### src/rtl/if_id_skid_reg_if.sv
// ---------------------------------------------------------------------------
// if_id_skid_reg_if
// Bundles the fetch-side handshake and the decode-side bundle/status signals
// of the IF/ID elastic register so they travel as a single port.
//
// Signals:
//   fetch side  : in_valid, in_ready, instr_i, pc_i, pc_add_4_i,
//                 pc_add_imme_i, jalr_pc_pred_i, b_pred_i
//   decode side : PL_stall, PL_flush, valid_o, instr_o, pc_o, pc_add_4_o,
//                 pc_add_imme_o, jalr_pc_pred_o, b_pred_o
//   status      : occupancy (held bundles, 0..2), bubble_cnt
//
// Modports:
//   master : the fetch/decode environment driving the register
//   slave  : the IF/ID register itself
// ---------------------------------------------------------------------------
interface if_id_skid_reg_if #(
  parameter int XLEN  = 32,
  parameter int CNT_W = 16
);

  logic             in_valid;
  logic             in_ready;
  logic [XLEN-1:0]  instr_i;
  logic [XLEN-1:0]  pc_i;
  logic [XLEN-1:0]  pc_add_4_i;
  logic [XLEN-1:0]  pc_add_imme_i;
  logic [XLEN-1:0]  jalr_pc_pred_i;
  logic             b_pred_i;

  logic             PL_stall;
  logic             PL_flush;

  logic             valid_o;
  logic [XLEN-1:0]  instr_o;
  logic [XLEN-1:0]  pc_o;
  logic [XLEN-1:0]  pc_add_4_o;
  logic [XLEN-1:0]  pc_add_imme_o;
  logic [XLEN-1:0]  jalr_pc_pred_o;
  logic             b_pred_o;

  logic [1:0]       occupancy;
  logic [CNT_W-1:0] bubble_cnt;

  modport master (
    output in_valid, instr_i, pc_i, pc_add_4_i, pc_add_imme_i,
           jalr_pc_pred_i, b_pred_i, PL_stall, PL_flush,
    input  in_ready, valid_o, instr_o, pc_o, pc_add_4_o, pc_add_imme_o,
           jalr_pc_pred_o, b_pred_o, occupancy, bubble_cnt
  );

  modport slave (
    input  in_valid, instr_i, pc_i, pc_add_4_i, pc_add_imme_i,
           jalr_pc_pred_i, b_pred_i, PL_stall, PL_flush,
    output in_ready, valid_o, instr_o, pc_o, pc_add_4_o, pc_add_imme_o,
           jalr_pc_pred_o, b_pred_o, occupancy, bubble_cnt
  );

endinterface

### src/rtl/if_id_skid_reg.sv
// ---------------------------------------------------------------------------
// if_id_skid_reg
// Elastic IF/ID pipeline register. A main register M feeds decode; a skid
// register S behind it catches the one bundle still in flight when decode
// stalls. Because in_ready depends only on the held count, the fetch stall
// path starts at a flop instead of running through decode logic.
//
// Ports:
//   clk    : system clock, rising edge
//   rst_n  : asynchronous active-low reset
//   bus    : if_id_skid_reg_if.slave
//            - fetch bundle in  (in_valid/in_ready + instr/pc fields)
//            - decode control   (PL_stall, PL_flush)
//            - bundle out       (valid_o + instr/pc fields, masked when empty)
//            - status           (occupancy, saturating bubble_cnt)
// ---------------------------------------------------------------------------
module if_id_skid_reg #(
  parameter int              XLEN  = 32,
  parameter logic [XLEN-1:0] NOP   = 32'h00000013,
  parameter int              CNT_W = 16
) (
  input  logic              clk,
  input  logic              rst_n,
  if_id_skid_reg_if.slave   bus
);

  // The state value doubles as the held-bundle count.
  typedef enum logic [1:0] {
    EMPTY = 2'd0,
    ONE   = 2'd1,
    FULL  = 2'd2
  } state_t;

  typedef struct packed {
    logic [XLEN-1:0] instr;
    logic [XLEN-1:0] pc;
    logic [XLEN-1:0] pc_add_4;
    logic [XLEN-1:0] pc_add_imme;
    logic [XLEN-1:0] jalr_pc_pred;
    logic            b_pred;
  } bundle_t;

  localparam logic [CNT_W-1:0] CNT_MAX = {CNT_W{1'b1}};
  localparam logic [CNT_W-1:0] CNT_ONE = {{(CNT_W-1){1'b0}}, 1'b1};

  state_t           state_q, state_d;
  bundle_t          m_q, m_d;
  bundle_t          s_q, s_d;
  logic [CNT_W-1:0] bubble_cnt_q, bubble_cnt_d;

  bundle_t          in_bundle;
  logic             valid;
  logic             ready;
  logic             accept;
  logic             advance;

  // Incoming fetch bundle gathered into one record.
  always_comb begin
    in_bundle.instr        = bus.instr_i;
    in_bundle.pc           = bus.pc_i;
    in_bundle.pc_add_4     = bus.pc_add_4_i;
    in_bundle.pc_add_imme  = bus.pc_add_imme_i;
    in_bundle.jalr_pc_pred = bus.jalr_pc_pred_i;
    in_bundle.b_pred       = bus.b_pred_i;
  end

  // Handshake qualifiers. ready is a function of state only, so fetch never
  // sees a combinational path from in_valid or PL_stall.
  always_comb begin
    valid   = (state_q != EMPTY);
    ready   = (state_q != FULL);
    accept  = bus.in_valid && ready && !bus.PL_flush;
    advance = valid && !bus.PL_stall;
  end

  // Next-state and data-movement logic. Flush overrides everything, including
  // a simultaneous stall, and drops the bundle offered in that cycle.
  always_comb begin
    state_d = state_q;
    m_d     = m_q;
    s_d     = s_q;

    if (bus.PL_flush) begin
      state_d = EMPTY;
    end else begin
      unique case (state_q)
        EMPTY: begin
          if (accept) begin
            state_d = ONE;
            m_d     = in_bundle;
          end
        end
        ONE: begin
          if (accept && advance) begin
            m_d = in_bundle;
          end else if (accept) begin
            state_d = FULL;
            s_d     = in_bundle;
          end else if (advance) begin
            state_d = EMPTY;
          end
        end
        FULL: begin
          // ready is low here, so the only move is S shifting into M.
          if (advance) begin
            state_d = ONE;
            m_d     = s_q;
          end
        end
        default: begin
          state_d = EMPTY;
        end
      endcase
    end
  end

  // Bubble counter: counts cycles decode was free to consume but had nothing
  // valid, and sticks at its maximum instead of wrapping.
  always_comb begin
    bubble_cnt_d = bubble_cnt_q;
    if (!valid && !bus.PL_stall && !bus.PL_flush && (bubble_cnt_q != CNT_MAX)) begin
      bubble_cnt_d = bubble_cnt_q + CNT_ONE;
    end
  end

  // State and counter registers.
  always_ff @(posedge clk or negedge rst_n) begin
    if (!rst_n) begin
      state_q      <= EMPTY;
      bubble_cnt_q <= '0;
    end else begin
      state_q      <= state_d;
      bubble_cnt_q <= bubble_cnt_d;
    end
  end

  // Bundle storage. Contents are reset so no stale value is ever visible,
  // although the output mask already hides them while invalid.
  always_ff @(posedge clk or negedge rst_n) begin
    if (!rst_n) begin
      m_q <= '0;
      s_q <= '0;
    end else begin
      m_q <= m_d;
      s_q <= s_d;
    end
  end

  // Outputs: a fixed mux on the registered state selects M or the idle
  // pattern (NOP instruction, zero pcs).
  assign bus.in_ready       = ready;
  assign bus.valid_o        = valid;
  assign bus.instr_o        = valid ? m_q.instr        : NOP;
  assign bus.pc_o           = valid ? m_q.pc           : '0;
  assign bus.pc_add_4_o     = valid ? m_q.pc_add_4     : '0;
  assign bus.pc_add_imme_o  = valid ? m_q.pc_add_imme  : '0;
  assign bus.jalr_pc_pred_o = valid ? m_q.jalr_pc_pred : '0;
  assign bus.b_pred_o       = valid ? m_q.b_pred       : 1'b0;
  assign bus.occupancy      = state_q;
  assign bus.bubble_cnt     = bubble_cnt_q;

endmodule
### src/flat_wrapper.sv
// flat-port wrapper written by rule: the top's interface ports become plain ports
module if_id_skid_reg_flat 
#(
  parameter int              XLEN  = 32,
  parameter logic [XLEN-1:0] NOP   = 32'h00000013,
  parameter int              CNT_W = 16
)
  (clk, rst_n, bus_in_valid, bus_instr_i, bus_pc_i, bus_pc_add_4_i, bus_pc_add_imme_i, bus_jalr_pc_pred_i, bus_b_pred_i, bus_PL_stall, bus_PL_flush, bus_in_ready, bus_valid_o, bus_instr_o, bus_pc_o, bus_pc_add_4_o, bus_pc_add_imme_o, bus_jalr_pc_pred_o, bus_b_pred_o, bus_occupancy, bus_bubble_cnt);
  if_id_skid_reg_if #(.XLEN(XLEN), .CNT_W(CNT_W)) bus_i ();
  input  logic clk;
  input  logic rst_n;
  input wire logic [$bits(bus_i.in_valid)-1:0] bus_in_valid;
  input wire logic [$bits(bus_i.instr_i)-1:0] bus_instr_i;
  input wire logic [$bits(bus_i.pc_i)-1:0] bus_pc_i;
  input wire logic [$bits(bus_i.pc_add_4_i)-1:0] bus_pc_add_4_i;
  input wire logic [$bits(bus_i.pc_add_imme_i)-1:0] bus_pc_add_imme_i;
  input wire logic [$bits(bus_i.jalr_pc_pred_i)-1:0] bus_jalr_pc_pred_i;
  input wire logic [$bits(bus_i.b_pred_i)-1:0] bus_b_pred_i;
  input wire logic [$bits(bus_i.PL_stall)-1:0] bus_PL_stall;
  input wire logic [$bits(bus_i.PL_flush)-1:0] bus_PL_flush;
  output wire logic [$bits(bus_i.in_ready)-1:0] bus_in_ready;
  output wire logic [$bits(bus_i.valid_o)-1:0] bus_valid_o;
  output wire logic [$bits(bus_i.instr_o)-1:0] bus_instr_o;
  output wire logic [$bits(bus_i.pc_o)-1:0] bus_pc_o;
  output wire logic [$bits(bus_i.pc_add_4_o)-1:0] bus_pc_add_4_o;
  output wire logic [$bits(bus_i.pc_add_imme_o)-1:0] bus_pc_add_imme_o;
  output wire logic [$bits(bus_i.jalr_pc_pred_o)-1:0] bus_jalr_pc_pred_o;
  output wire logic [$bits(bus_i.b_pred_o)-1:0] bus_b_pred_o;
  output wire logic [$bits(bus_i.occupancy)-1:0] bus_occupancy;
  output wire logic [$bits(bus_i.bubble_cnt)-1:0] bus_bubble_cnt;
  assign bus_i.in_valid = bus_in_valid;
  assign bus_i.instr_i = bus_instr_i;
  assign bus_i.pc_i = bus_pc_i;
  assign bus_i.pc_add_4_i = bus_pc_add_4_i;
  assign bus_i.pc_add_imme_i = bus_pc_add_imme_i;
  assign bus_i.jalr_pc_pred_i = bus_jalr_pc_pred_i;
  assign bus_i.b_pred_i = bus_b_pred_i;
  assign bus_i.PL_stall = bus_PL_stall;
  assign bus_i.PL_flush = bus_PL_flush;
  assign bus_in_ready = bus_i.in_ready;
  assign bus_valid_o = bus_i.valid_o;
  assign bus_instr_o = bus_i.instr_o;
  assign bus_pc_o = bus_i.pc_o;
  assign bus_pc_add_4_o = bus_i.pc_add_4_o;
  assign bus_pc_add_imme_o = bus_i.pc_add_imme_o;
  assign bus_jalr_pc_pred_o = bus_i.jalr_pc_pred_o;
  assign bus_b_pred_o = bus_i.b_pred_o;
  assign bus_occupancy = bus_i.occupancy;
  assign bus_bubble_cnt = bus_i.bubble_cnt;
  if_id_skid_reg #(.XLEN(XLEN), .NOP(NOP), .CNT_W(CNT_W)) u_core (.clk(clk), .rst_n(rst_n), .bus(bus_i));
endmodule
### config.mk
export PLATFORM = sky130hd
export DESIGN_NAME = if_id_skid_reg_flat
export DESIGN_NICKNAME = d
export VERILOG_FILES = /design/src/rtl/if_id_skid_reg_if.sv /design/src/rtl/if_id_skid_reg.sv /design/src/flat_wrapper.sv
export SDC_FILE = /design/constraint.sdc
export NUM_CORES = 1
export LEC_CHECK = 0
export CAP_MARGIN = 10
export CORE_MARGIN = 1.5
export CORE_UTILIZATION = 56
export CTS_BUF_LIST = sky130_fd_sc_hd__clkbuf_4 sky130_fd_sc_hd__clkbuf_8
export DETAILED_ROUTE_END_ITERATION = 8
export PLACE_DENSITY = 0.92
export SLEW_MARGIN = 25
export SYNTH_ARGS = -nofsm -noshare
export SYNTH_HDL_FRONTEND = slang
export SYNTH_SLANG_ARGS = --single-unit
### constraint.sdc
create_clock -name clk -period 4.34 [get_ports clk]
set_clock_uncertainty 0.1 [all_clocks]
set_input_delay 0.868 -clock clk [delete_from_list [all_inputs] [get_ports clk]]
set_output_delay 0.868 -clock clk [all_outputs]
set_load 0.01 [all_outputs]
* Word level (Yosys, flattened, before mapping)
Index checks and enable logic that the tools add are counted.
** Word-level totals
- Flip-flop bits (word level) :: 340
- Word-level logic and storage cells :: 61
- Input port bits :: 166
- Output and inout port bits :: 181
** Cells by class
- Eq/ne operators :: 11
- Muxes and demuxes :: 17
- Bitwise gates (word level) :: 2
- Reductions and logical operators :: 16
- Add/subtract/negate cells :: 1
** Operators by type and width (count)
- $mux 161 :: 3
- $pmux 161 s3 :: 1
- $mux 32 :: 5
- $add 16x1->16 const B :: 1
- $ne 16x16->1 const B :: 1
- $mux 2 :: 6
- $reduce_and 4->1 :: 2
- $logic_and 1x1->1 :: 7
- $ne 2x1->1 const B :: 3
- $ne 3x2->1 const B :: 2
- $pmux 2 s3 :: 1
- $reduce_and 5->1 :: 1
- $ne 4x2->1 const B :: 1
- $logic_not 1->1 :: 3
- $ne 3x3->1 const B :: 1
- $reduce_bool 3->1 :: 1
- $eq 2x1->1 const B :: 1
- $eq 2x2->1 const B :: 1
- $logic_not 2->1 :: 1
- $ne 2x2->1 const B :: 1
- $not 1->1 :: 2
- $reduce_bool 2->1 :: 1
- $mux 1 :: 1

* Depth between registers and ports, before layout
- Word-level depth :: 7
- Depth in mapped cells :: 7
- Mapped depth without buffers :: 6

* Worst setup path after synthesis
Ideal clock, no wire load.
- Path type :: register -> output
- Start :: reg u_core.state_q[0] (netlist: u_core.bus.occupancy[0])
- End :: out bus_instr_o[10]
- Path buffers :: 3
- Cell stages (with the launch flop) :: 6
- Arrival time :: 1505 ps
- Data required time :: 3372 ps
- Path slack :: 1867 ps
- Path through :: dfrtp_1 -> or2_2 -> clkbuf_1 -> clkbuf_1 -> clkbuf_1 -> and2_1
** Between the ends
- Longest elaborated chain between the ends :: 2
** RTL lines
- from (decl) :: RTL line if_id_skid_reg.sv:46 : state_t state_q, state_d;
- from (signal assigned) :: RTL line if_id_skid_reg.sv:132 : state_q <= state_d;
- $reduce_bool 2->1 :: RTL line if_id_skid_reg.sv:70 : valid = (state_q != EMPTY);
- $mux 32 :: RTL line if_id_skid_reg.sv:153 : assign bus.instr_o = valid ? m_q.instr : NOP;
- to (decl) :: RTL line flat_wrapper.sv:23 : output wire logic [$bits(bus_i.instr_o)-1:0] bus_instr_o;
No other way between the ends.

* Worst setup path in the final report
- Start :: reg u_core.state_q[0] (netlist: u_core.bus.occupancy[0])
- End :: out bus_jalr_pc_pred_o[2]
** Between the ends
- Longest elaborated chain between the ends :: 2
** RTL lines
- $reduce_bool 2->1 :: RTL line if_id_skid_reg.sv:70
- $mux 32 :: RTL line if_id_skid_reg.sv:157 : assign bus.jalr_pc_pred_o = valid ? m_q.jalr_pc_pred : '0;
- to (decl) :: RTL line flat_wrapper.sv:27 : output wire logic [$bits(bus_i.jalr_pc_pred_o)-1:0] bus_jalr_pc_pred_o;
No other way between the ends.

==> run metrics <==
status=complete, no violations; mux cell area share after synthesis=12.1%; Synth warnings=0; FILL cells=1579; Clock transition at path regs=60 ps; fraction of layout cells with a size suffix above 1=15.5%; Register Area=0.00851 mm^2; die area=0.0279 mm^2; post-synthesis adder-cell area fraction=0.0832%; Clk Latency, worst-skew pair=570 ps; Peak Freq=281 MHz; largest family of logic cells by synthesized area=simple AND/OR/NAND/NOR gates; count leader, synth=dfrtp_1; area occupied by multi-input gates=0.00609 mm^2; CP Launch Type=flip-flop; ranking of synthesized cells by area=dfrtp_1, mux2_2, nand2_1, a31oi_1, and2_1; post-synth top area share=56.5%; Rows=59; hold slack=161 ps; vias per cell=5.69; Tot Pwr=9.25 mW; postcts setup bufs=0; max-slew violations=0; syn avg cell area=10.1 um^2; number of flops mapped to enable cells by yosys=0; crit-path max FO=45; Post-CTS Resized=0; Routed Antenna Nets=0; Worst Setup SP=u_core.bus.occupancy[0]; crit share post-route=82.0%; gpl congestion=0.861; crit path buf inv count=2; CTS H-tree lvls=2; arrival time worst endpoint=2590 ps; initial antenna violation count=4; synthesized area=0.0150 mm^2; router iterations before antenna repair=5; Max-slew headroom=33.7%; vias in the first global route=13000; Worst Setup End Kind=output pin; Post-synth top flop=dfrtp_1; Die Y=167 um; post-synthesis cell count=1485; final setup vio count=0; crit-path leading delay family=buffers and inverters; Commonest cells post-synth=dfrtp_1, nand2_1, nor2_1; first-pass GRT wire length=66.1 mm; Nets=1962; power density over the cells=463 mW/mm^2; Synth Area in XOR/XNOR=0.815%; PortBufs=346; Yosys top cell by area=dfrtp_1; Total Wirelength=40.7 mm; die width=167 um; slowest CP cell=clkdlybuf4s50_1; Synth async-reset ratio=100%; Vias=12400; Clk Tree Root Cell=clkbuf_8; maxcap violations=0; worst min path class=input pin to async pin; Largest stage delay, worst path=560 ps; Ports=347; WS Path Type=flip-flop to output pin; Routed wire per std cell=18.7 um; deepest clock path buffer count=3; Required @ worst endpoint=3370 ps; post-layout util=76.2%; placed inst area=0.0187 mm^2; Final Hold Viols=0; core area=0.0262 mm^2; Tot GR Track Use=29.4%; Max rail drop VDD=275 uV; Worst Max-Slew Pin Slew=994 ps; sequential area share after synthesis=56.5%; Pleak=8.61 nW; pin count of the biggest net entering global routing=171; gr ovfl total=0; simple-gate area share of the yosys netlist=20.3%; Final Instance Area=0.0200 mm^2; Post-Route Setup TNS=0 ps; initial core utilization=57.4%; post-DP HPWL=25.6 mm; RR Startpoint=u_core.bus.occupancy[1]; RSZ-0062 raised after global routing=no; CP Cell Sequence=or2_4 > buf_4 > and2_1 > clkdlybuf4s50_1; final worst setup slack=781 ps; Inst Count DP=2074; Synth Area in Compound Gates=7.04%; hold_buf cts=0; unique cell type count in the Yosys netlist=32; Non-Filler Instances=2177; # DRC=0; drt initial violations=916; TritonCTS Buffers=54; CTS tree=built; Place WS=967 ps; FF+latch count, synth=340; post-route minimum period=3560 ps; syn_nets=1652; Clock Sinks=340; Area Overhead vs Synth=32.7%
==> logic make-up (layout without fill, tap and decap cells) <==
group / count (synthesis) / after routing
other: 0 / 4
AND/OR/NAND/NOR: 686 / 686
flip-flops: 340 / 340
adder cells (fa/ha/maj): 1 / 1
buffers and inverters: 112 / 465
AO/OA/AOI/OAI: 170 / 170
XOR/XNOR: 14 / 14
multiplexers: 162 / 162
==> worst register-to-register path, stage by stage, from the launching register on <==
cell      delay [ps]
dfrtp_1          430
nor2b_1          280
nand4b_1         660
buf_12           490
mux2_2           410
==> placed cells by master (no fill, tap or decap), drive strengths merged, types with 2 or more instances in the layout <==
| master | synthesis | final |
|---|---|---|
| clkdlybuf4s50 | 0 | 345 |
| dfrtp | 340 | 340 |
| nand2 | 328 | 328 |
| nor2 | 171 | 171 |
| mux2 | 162 | 162 |
| a31oi | 161 | 161 |
| and2 | 158 | 158 |
| clkbuf | 65 | 93 |
| buf | 42 | 16 |
| xor2 | 10 | 10 |
| nand3 | 6 | 6 |
| clkinv | 0 | 6 |
| nand2b | 5 | 5 |
| inv | 5 | 5 |
| nor3 | 5 | 5 |
| a21oi | 5 | 5 |
| diode | 0 | 4 |
| xnor2 | 4 | 4 |
| nand4 | 2 | 2 |
| or4 | 2 | 2 |
| a21o | 2 | 2 |
| or2 | 2 | 2 |
==> routing by layer <==
metal	track usage [%]	vias to the layer above	routed length, um
met2	48.5	519	19700
met4	20.2	0	2930
met5	0	-	0
met1	35.3	6107	15700
li1	-	5572	-
met3	5.47	193	2370
==> final timing paths <==
check                                        endpoint  slack [ps]  cells after the start
worst max-delay path            bus_jalr_pc_pred_o[2]         780                      4
worst min-delay path                  u_core.s_q[147]         160                      1
worst max register to register         u_core.s_q[20]        1840                      4
min in group clk                       u_core.s_q[84]         400                      1
max in group asynchronous              u_core.s_q[61]        3010                      2
worst min register to register         u_core.s_q[84]         400                      1
==> where the power goes <==
group          internal, mW  total [mW]  leakage [nW]  switching, mW
clock                  1.72        2.96         0.656           1.25
combinational          1.11        1.96          3.98          0.849
sequential             3.91        4.33          3.97          0.422
total                  6.73        9.25          8.61           2.52
==> layout make-up <==
class                   instances  share of cell area [%]
diodes                          4                  0.0501
clock buffers                  93                    5.97
clock inverters                 6                   0.150
inverters                       5                   0.107
multi-input cells            1033                    30.5
flip-flops and latches        340                    42.6
well taps                     335                    2.10
repair buffers                361                    18.5
==> state kept, by name, summed over array words and instances (netlist names) <==
| register | flops |
|---|---|
| u_core.bus.bubble_cnt | 16 |
| u_core.bus.occupancy | 2 |
| u_core.m_q | 161 |
| u_core.s_q | 161 |
Note: power is estimated with default switching activity, not from simulation.
==> variant, RTL diff (config.mk and constraints unchanged) <==
`XLEN` is set to 32 in 3 places; all go to 64.
--- a/src/rtl/if_id_skid_reg_if.sv
+++ b/src/rtl/if_id_skid_reg_if.sv
@@ -15,7 +15,7 @@
 //   slave  : the IF/ID register itself
 // ---------------------------------------------------------------------------
 interface if_id_skid_reg_if #(
-  parameter int XLEN  = 32,
+  parameter int XLEN  = 64,
   parameter int CNT_W = 16
 );
 
--- a/src/rtl/if_id_skid_reg.sv
+++ b/src/rtl/if_id_skid_reg.sv
@@ -15,7 +15,7 @@
 //            - status           (occupancy, saturating bubble_cnt)
 // ---------------------------------------------------------------------------
 module if_id_skid_reg #(
-  parameter int              XLEN  = 32,
+  parameter int              XLEN  = 64,
   parameter logic [XLEN-1:0] NOP   = 32'h00000013,
   parameter int              CNT_W = 16
 ) (
--- a/src/flat_wrapper.sv
+++ b/src/flat_wrapper.sv
@@ -1,7 +1,7 @@
 // flat-port wrapper written by rule: the top's interface ports become plain ports
 module if_id_skid_reg_flat 
 #(
-  parameter int              XLEN  = 32,
+  parameter int              XLEN  = 64,
   parameter logic [XLEN-1:0] NOP   = 32'h00000013,
   parameter int              CNT_W = 16
 )
Ports: changed (10 resized); port bits go from 347 to 667. No check against the original RTL was run, so the function may have changed too.
==> variant against the unedited design <==
- routed wire length up 120%
- total power up 93%
- maximum frequency down 9.7%
- setup slack worse by 0.38 ns
- die area up 92%
- cell area up 93%
- synthesized area up 94%
- sequential cell count up 320
- via count up 98%
- hold slack worse by 0.054 ns
- register-to-register slack worse by 0.72 ns
- sequential share of layout area up 0.20 points
- critical path type unchanged
- largest cell class unchanged
- highest routed layer is now met5
==> variant: results (changes against the unedited design) <==
Status
  – Status: complete, no violations (unchanged)

Clocking
  – H-tree levels: 3 (was 2)
  – Num CTS Buffers: 104 (was 54)

STA
  – Actual slew at the worst max-slew pin: 1.01 ns (was 0.994 ns)

Global routing
  – Largest net degree at the start of global routing: 169 (was 171)
  – First-pass GRT wire length: 137 mm (was 66.1 mm)
  – Global Route Usage Sum: 32.6% (was 29.4%)
  – Initial antenna violation count: 23 (was 4)
  – Vias in the first global route: 25224 (was 13016)

Placement
  – PortBufs: 666 (was 346)
  – Hpwl dp: 55.9 mm (was 25.6 mm)
  – # placed instances: 4046 (was 2074)

Layout
  – Fraction of layout cells with a size suffix above 1: 15.8% (was 15.5%)
  – Finished Layout Cells: 4251 (was 2177)
  – Final nets: 3799 (was 1962)
  – FILL cells: 3048 (was 1579)

Detailed routing
  – First DRT Iteration DRCs: 2090 (was 916)
  – Wire length per cell: 20.8 um (was 18.7 um)
  – DRT Pass-1 Iters: 7 (was 5)
  – Avg Vias per Cell: 5.78 (was 5.69)

Worst setup path
  – CP Max Fanout: 85 (was 45)
  – Slowest CP cell: or2_4 (was clkdlybuf4s50_1)

Yosys
  – Synth top cells by count: dfrtp_1, nand2_1, nor2_1 (unchanged)
  – Avg Cell Area, Syn: 10.2 sq um (was 10.1 sq um)
  – Synth top area cells: dfrtp_1, mux2_2, nand2_1 (unchanged)
  – Post-synthesis sequential area ratio: 56.7% (was 56.5%)
  – Synthesized Nets: 3194 (was 1652)

Power and ir drop
  – Peak VDD IR: 0.000339 V (was 0.000275 V)
  – Leakage: 16.6 nW (was 8.61 nW)
[variant: worst paths after layout]
path,from,endpoint,depth (start not counted)
min in group clk,u_core.s_q[163]$_DFFE_PN0P_,u_core.m_q[163]$_DFFE_PN0P_,2
worst min register to register,u_core.s_q[163]$_DFFE_PN0P_,u_core.m_q[163]$_DFFE_PN0P_,2
worst min-delay path,rst_n,u_core.s_q[61]$_DFFE_PN0P_,1
worst max register to register,u_core.bus.occupancy[0]$_DFFE_PN0P_,u_core.m_q[236]$_DFFE_PN0P_,5
max in group asynchronous,rst_n,u_core.bus.bubble_cnt[13]$_DFFE_PN0P_,2
worst max-delay path,u_core.bus.occupancy[0]$_DFFE_PN0P_,bus_instr_o[58],4
[variant: final cells by class]
| type | instances | share of cell area [%] |
|---|---|---|
| well taps | 680 | 2.21 |
| clock buffers | 173 | 5.48 |
| diodes | 20 | 0.130 |
| multi-input cells | 1992 | 30.3 |
| inverters | 2 | 0.0389 |
| flip-flops and latches | 660 | 42.8 |
| repair buffers | 712 | 18.7 |
| clock inverters | 12 | 0.282 |
[variant: stage by stage]
| step | cell area, sq um | setup slack [ns] | hold WS, ns | power, W |
|---|---|---|---|---|
| after global placement | 36300 | 1.18 | 0.383 | 0.0119 |
| after CTS | 38500 | 0.377 | 0.118 | 0.0178 |
| final | 38600 | 0.399 | 0.107 | 0.0178 |
| after global routing | 38600 | 0.283 | 0.156 | 0.0186 |
| after detailed placement | 36300 | 1.07 | 0.392 | 0.0122 |
| after floorplan | 29100 | 1.90 | 0.379 | 0.0103 |
[variant: power by group]
part	leakage [nW]	switching (W)	total (W)	internal (W)
registers	7.71	0.000903	0.00849	0.00759
logic	7.68	0.00165	0.00376	0.00211
clock network	1.19	0.00245	0.00557	0.00312
total	16.6	0.00501	0.0178	0.0128
[variant: layer usage]
layer	share of wire (%)	vias to the layer above	wire, um	global-route usage [%]
li1	-	10795	-	-
met1	36	12160	32200	38.4
met2	49	1243	43000	52.6
met3	8.3	348	7380	7.85
met4	6.7	6	5910	23.0
met5	0.043	-	38	0
[variant: cell families after synthesis]
family	share of synthesized area, %
AND/OR/NAND/NOR	20.1
XOR/XNOR	0.421
buffers and inverters	3.25
adder cells (fa/ha/maj)	0.0429
flip-flops	56.7
AO/OA/AOI/OAI	7.10
multiplexers	12.4
